[src/rtl/inst_queue.sv]
// Show-ahead instruction FIFO between fetch and decode. The head entry is read
// combinationally from the storage arrays, and a mispredict clear empties the queue.
module inst_queue #(
  parameter int DEPTH  = 16,
  parameter int PTR_W  = 4,
  parameter int INST_W = 32,
  parameter int ADDR_W = 32
) (
  input  logic              clk,
  input  logic              rst,
  input  logic              rdy,
  input  logic              IF_valid,
  input  logic [INST_W-1:0] IF_inst,
  input  logic [ADDR_W-1:0] IF_pc,
  output logic              IF_queue_is_full,
  input  logic              ID_enable,
  output logic              ID_queue_is_empty,
  output logic [INST_W-1:0] ID_inst,
  output logic [ADDR_W-1:0] ID_pc,
  input  logic              ROB_clear
);

  localparam logic [PTR_W:0] FULL_CNT = (PTR_W+1)'(DEPTH);

  logic [INST_W-1:0] mem_inst [DEPTH];
  logic [ADDR_W-1:0] mem_pc   [DEPTH];

  logic [PTR_W-1:0]  head_q, head_d;
  logic [PTR_W-1:0]  tail_q, tail_d;
  logic [PTR_W:0]    count_q, count_d;
  logic              push_ok, pop_ok;

  // Both flags depend only on the registered count, never on this cycle's requests.
  assign IF_queue_is_full  = (count_q == FULL_CNT);
  assign ID_queue_is_empty = (count_q == '0);

  assign push_ok = IF_valid  && !IF_queue_is_full;
  assign pop_ok  = ID_enable && !ID_queue_is_empty;

  assign ID_inst = ID_queue_is_empty ? '0 : mem_inst[head_q];
  assign ID_pc   = ID_queue_is_empty ? '0 : mem_pc[head_q];

  always_comb begin
    head_d  = head_q;
    tail_d  = tail_q;
    count_d = count_q;
    if (rdy) begin
      if (ROB_clear) begin
        head_d  = '0;
        tail_d  = '0;
        count_d = '0;
      end else begin
        if (push_ok) tail_d = tail_q + PTR_W'(1);
        if (pop_ok)  head_d = head_q + PTR_W'(1);
        case ({push_ok, pop_ok})
          2'b10:   count_d = count_q + (PTR_W+1)'(1);
          2'b01:   count_d = count_q - (PTR_W+1)'(1);
          default: count_d = count_q;
        endcase
      end
    end
  end

  always_ff @(posedge clk) begin
    if (rst) begin
      head_q  <= '0;
      tail_q  <= '0;
      count_q <= '0;
    end else begin
      head_q  <= head_d;
      tail_q  <= tail_d;
      count_q <= count_d;
    end
  end

  always_ff @(posedge clk) begin
    if (!rst && rdy && !ROB_clear && push_ok) begin
      mem_inst[tail_q] <= IF_inst;
      mem_pc[tail_q]   <= IF_pc;
    end
  end

endmodule

[config.mk]
export PLATFORM = sky130hd
export DESIGN_NAME = inst_queue
export DESIGN_NICKNAME = d
export VERILOG_FILES = /design/src/rtl/inst_queue.sv
export SDC_FILE = /design/constraint.sdc
export NUM_CORES = 1
export LEC_CHECK = 0
export BUFFER_PORTS_ARGS = -buffer_cell sky130_fd_sc_hd__buf_2
export CAP_MARGIN = 20
export CORE_MARGIN = 3
export CORE_UTILIZATION = 47
export DETAILED_ROUTE_END_ITERATION = 10
export PLACE_DENSITY = 0.74
export SYNTH_ARGS = -nofsm -noshare
export SYNTH_HDL_FRONTEND = slang
export SYNTH_SLANG_ARGS = --single-unit
[constraint.sdc]
create_clock -name clk -period 6.8 [get_ports clk]
set_input_delay 1.36 -clock clk [delete_from_list [all_inputs] [get_ports clk]]
set_output_delay 1.36 -clock clk [all_outputs]
set_load 0.02 [all_outputs]
Yosys cells after proc, flatten, opt, wreduce, memory -nomap -nowiden
Memories as Yosys holds them, arrays and structs flattened. A register that Yosys moved wholly into a read port is not among the register bits.
Index checks and enable logic that the tools add are counted.
{"block": "op_classes", "addsub": 4, "eq_ne": 3, "n_mux": 14, "n_reduce_logical": 16}
{"cell": "32-bit 2-to-1 mux", "count": 2}
{"cell": "4-bit 2-to-1 mux", "count": 8}
{"cell": "5-bit case mux with 2 select lines", "count": 1}
{"cell": "4-bit by 1-bit adder with 4-bit output, second input constant", "count": 2}
{"cell": "2-bit AND reduction", "count": 3}
{"cell": "5-bit by 1-bit adder with 5-bit output, second input constant", "count": 1}
{"cell": "5-bit equality test, second input constant", "count": 1}
{"cell": "1-bit logical AND", "count": 5}
{"cell": "5-bit zero test", "count": 1}
{"cell": "5-bit 2-to-1 mux", "count": 1}
{"cell": "5-bit by 1-bit subtractor with 5-bit output, second input constant", "count": 1}
{"cell": "1-bit zero test", "count": 4}
{"cell": "2-bit nonzero test", "count": 2}
{"cell": "3-bit nonzero test", "count": 1}
{"cell": "2-bit by 1-bit equality test with 1-bit output, second input constant", "count": 1}
{"cell": "2-bit equality test, second input constant", "count": 1}
{"cell": "1-bit 2-to-1 mux", "count": 2}
{"block": "word_totals", "regBits": 13, "ram_bits": 1024, "in_bits": 70, "mem_count": 2}
{"name": "mem_inst", "words": 16, "width": 32, "read_ports": 1, "rd_clocked_by_memory_dff": 1, "wr": 1, "line_no": "25", "source": "logic [INST_W-1:0] mem_inst [DEPTH];"}
{"name": "mem_pc", "words": 16, "width": 32, "read_ports": 1, "rd_clocked_by_memory_dff": 1, "wr": 1, "line_no": "26", "source": "logic [ADDR_W-1:0] mem_pc [DEPTH];"}

Longest topological paths before layout
{"block": "depth", "depth_word": 7, "ltp_mapped": 10, "depth_no_buf": 8}

Worst setup path after synthesis
OpenSTA, ideal clock, no wires.
{"block": "synth_path", "kind": "input to register", "start": "in rdy", "end": "mem mem_inst[3][0], enable pin", "arrival_ns": 6.540, "path_slack_ns": -0.305, "path_stages": 6, "path_buffers": 1, "path_cell_list": "clkbuf_1 -> inv_1 -> nor3_1 -> and2_1 -> nand2_1 -> nor3_1"}
{"block": "synth_between", "elab_chain_cells": 5}
{"item": "start: declaration", "line_no": "11", "source": "input logic rdy,"}
{"item": "1-bit logical AND (3 in series)", "line_no": "77", "source": "if (!rst && rdy && !ROB_clear && push_ok) begin"}
{"item": "1-bit 2-to-1 mux", "line_no": "77"}
{"item": "1-bit 2-to-1 mux (implied by the code)", "line_no": "78", "source": "mem_inst[tail_q] <= IF_inst;"}
{"item": "end: declaration", "line_no": "25"}
Every way passes these cells.

==> metrics.txt <==
Vias=18000; Cell variety after synth=47; Hold Path Origin=head_q[1]; pre-CTS setup slack=approximately 2400 ps; GRT overflow=0; largest net degree at the start of global routing=89; RSZ-0062 raised after global routing=no; Worst-Skew Late Latency=640 ps; Initial Util=about 47%; row count=between 100 and 150; post-synthesis register bit count=between 1000 and 1500; worst hold path type=flip-flop to flip-flop; max-slew violations=0; synth top area cells=edfxtp_1, mux4_2, nor2b_1; critical path's slowest cell=dfxtp_4; leak pwr=13.8 nW; Total Power Consumption=12.8 mW; ys flop type=edfxtp_1; fin crit share=between 70% and 80%; RR Startpoint=count_q[1]; setup_tns=0 ps; drt wl/cell=28.3 um; final wirelength=approximately 86000 um; Avg Cell Area, Syn=between 20 and 25 um2; cell chain of the critical path=buf_12, mux4_2, mux4_2, nor2b_1, buf_2; drt pass-1 iters=5; crit start category=flip-flop; Setup CP Type=flip-flop to output port; Worst Tran Pin Value=1040 ps; critical path required time=5440 ps; Routed Antenna Nets=0; final setup fails=0; max incr delay on CP=approximately 790 ps; GRT Total Usage=19.7%; clock tree buffer depth=3; MaxCap Viol Count=0; first-pass GRT wire length=129000 um; CTS resizes=0; Arr. time, crit path=~3700 ps; HPWL Detailed=42600 um; DR iter-0 viols=about 1900; Post-Syn Instances=around 1600; cts hold-fix bufs=0; worst vdd ir=approximately 0.23 mV; Final nets=~1900; die height=roughly 300 um; WHS=526 ps; sequential element share of the synthesized area=just under 80%; Final Non-Filler Cells=just over 3000; # clock sinks=approximately 1000; Synth top area share=between 70% and 80%; final hold viol count=0; routed vias/inst=just under 6; Die Wd=roughly 300 um; Setup Buffers After CTS=0; Ys Warns=0; clock-pin slew on the worst setup and hold paths=around 60 ps; Post-route DRC=0; dpl cells=2849; largest area contributor in the netlist=edfxtp_1; H-tree levels=3; num ports=136; FFs w/ async S/R, synth=0%; vias in the first global route=19000; Routability Congestion=0.749; CP endpoint kind=output port; initial antenna violation count=15; power per cell area=283 mW/mm2; CP Max Fanout=roughly 90; most frequent CP cell=mux4_2; syn_nets=roughly 1700; core area=~0.084 mm2; area grow syn2layout=14.1%; f_max=about 200 MHz; Post-synth EDFFs=1024; Post-Syn Area=0.0398 mm2; status=complete, no violations; Rel. slew slack=a little under a third; Tmin final=~5000 ps; CTS Root Cell=clkbuf_16; port buffer count=135; post-route setup slack=around 1800 ps; CTS tree=built; CTS Buf Count=98; clk_skew=~21 ps; share of cells above drive strength 1=about a third; die area=just under 0.09 mm2
-- final cells by class --
cell class / count / area [um2]
diodes: 5 / 12.5
clock buffers: 122 / 2610
clock inverters: 60 / 606
fillers: 6176 / 38400
inverters: 7 / 26.3
multi-input cells: 492 / 8450
flip-flops and latches: 1041 / 31100
well taps: 1134 / 1420
repair buffers: 175 / 1180
-- worst max-delay path, delay by kind of cell (launching register included) --
family / cells / cell delay (ps)
and+or+nand+nor: 1 / 160
DFF: 1 / 790
buffers and inverters: 2 / 730
muxes: 2 / 1150
-- cell usage in the layout, fill, tap and decap left out, drive strengths merged, types with 4 or more instances in the layout --
cell	Yosys	routed
o21ai	8	8
mux4	320	320
dfxtp	17	17
clkinv	0	41
edfxtp	1024	1024
mux2i	4	4
buf	40	175
clkbuf	49	122
a21oi	10	10
ha	7	7
nor2b	65	65
nor2	21	21
nor3	6	6
inv	7	12
bufinv	0	11
nand2	10	10
diode	0	5
-- cells by family after synthesis --
kind of cell               Yosys count  share of synthesized area, %
muxes                              324                          18.2
and+or+nand+nor                    119                          1.68
adders and majority gates            7                         0.220
buffers and inverters               96                          1.03
DFF                               1041                          78.1
xor gates and xnor gates             4                        0.0880
AOI/OAI and AO/OA                   38                         0.682
-- through the flow --
step / area, um2 / util (%)
floorplan: 39800 / -
global placement: 42200 / 50.3
detailed placement: 42200 / 50.3
CTS: 45400 / 54.2
global route: 45400 / 54.2
finish: 45400 / 54.2
-- metal layers --
layer	global-route usage, %	routed length (um)	share of wire, %	vias up
met3	3.24	5690	6.6	163
li1	-	-	-	7403
met1	27.1	33700	39	9625
met4	5.28	2130	2.5	6
met5	0	41	0.048	-
met2	33.2	44500	52	757
-- state kept, by name, summed over array words and instances, names as in the netlist, named ones only --
register,cells
mem_inst,512
head_q,4
count_q,5
tail_q,4
mem_pc,512
-- report_power, final --
part,total [mW],internal (mW),switching (mW)
combinational,0.344,0.120,0.223
sequential,7.06,7.05,0.00780
clock,5.44,3.15,2.29
total,12.8,10.3,2.52
-- path summary, 6_finish.rpt --
check,to,slack [ps],depth (start not counted)
setup / recovery,ID_inst[9],1750,5
hold / removal,flip-flop,530,2
setup reg to reg,mem_inst[1][28],3490,6
hold reg to reg,flip-flop,530,2
-- synthesized netlist by cell type, drive strengths merged, types with 2 or more instances --
cell,n
a211oi,3
a21boi,2
a21oi,10
and3,2
buf,40
clkbuf,49
dfxtp,17
edfxtp,1024
ha,7
inv,7
mux2i,4
mux4,320
nand2,10
nand2b,3
nand3,2
nor2,21
nor2b,65
nor3,6
o211ai,3
o21ai,8
or3,2
or4,2
xnor2,2
xor2,2
Power figures use the tool's default switching activity.
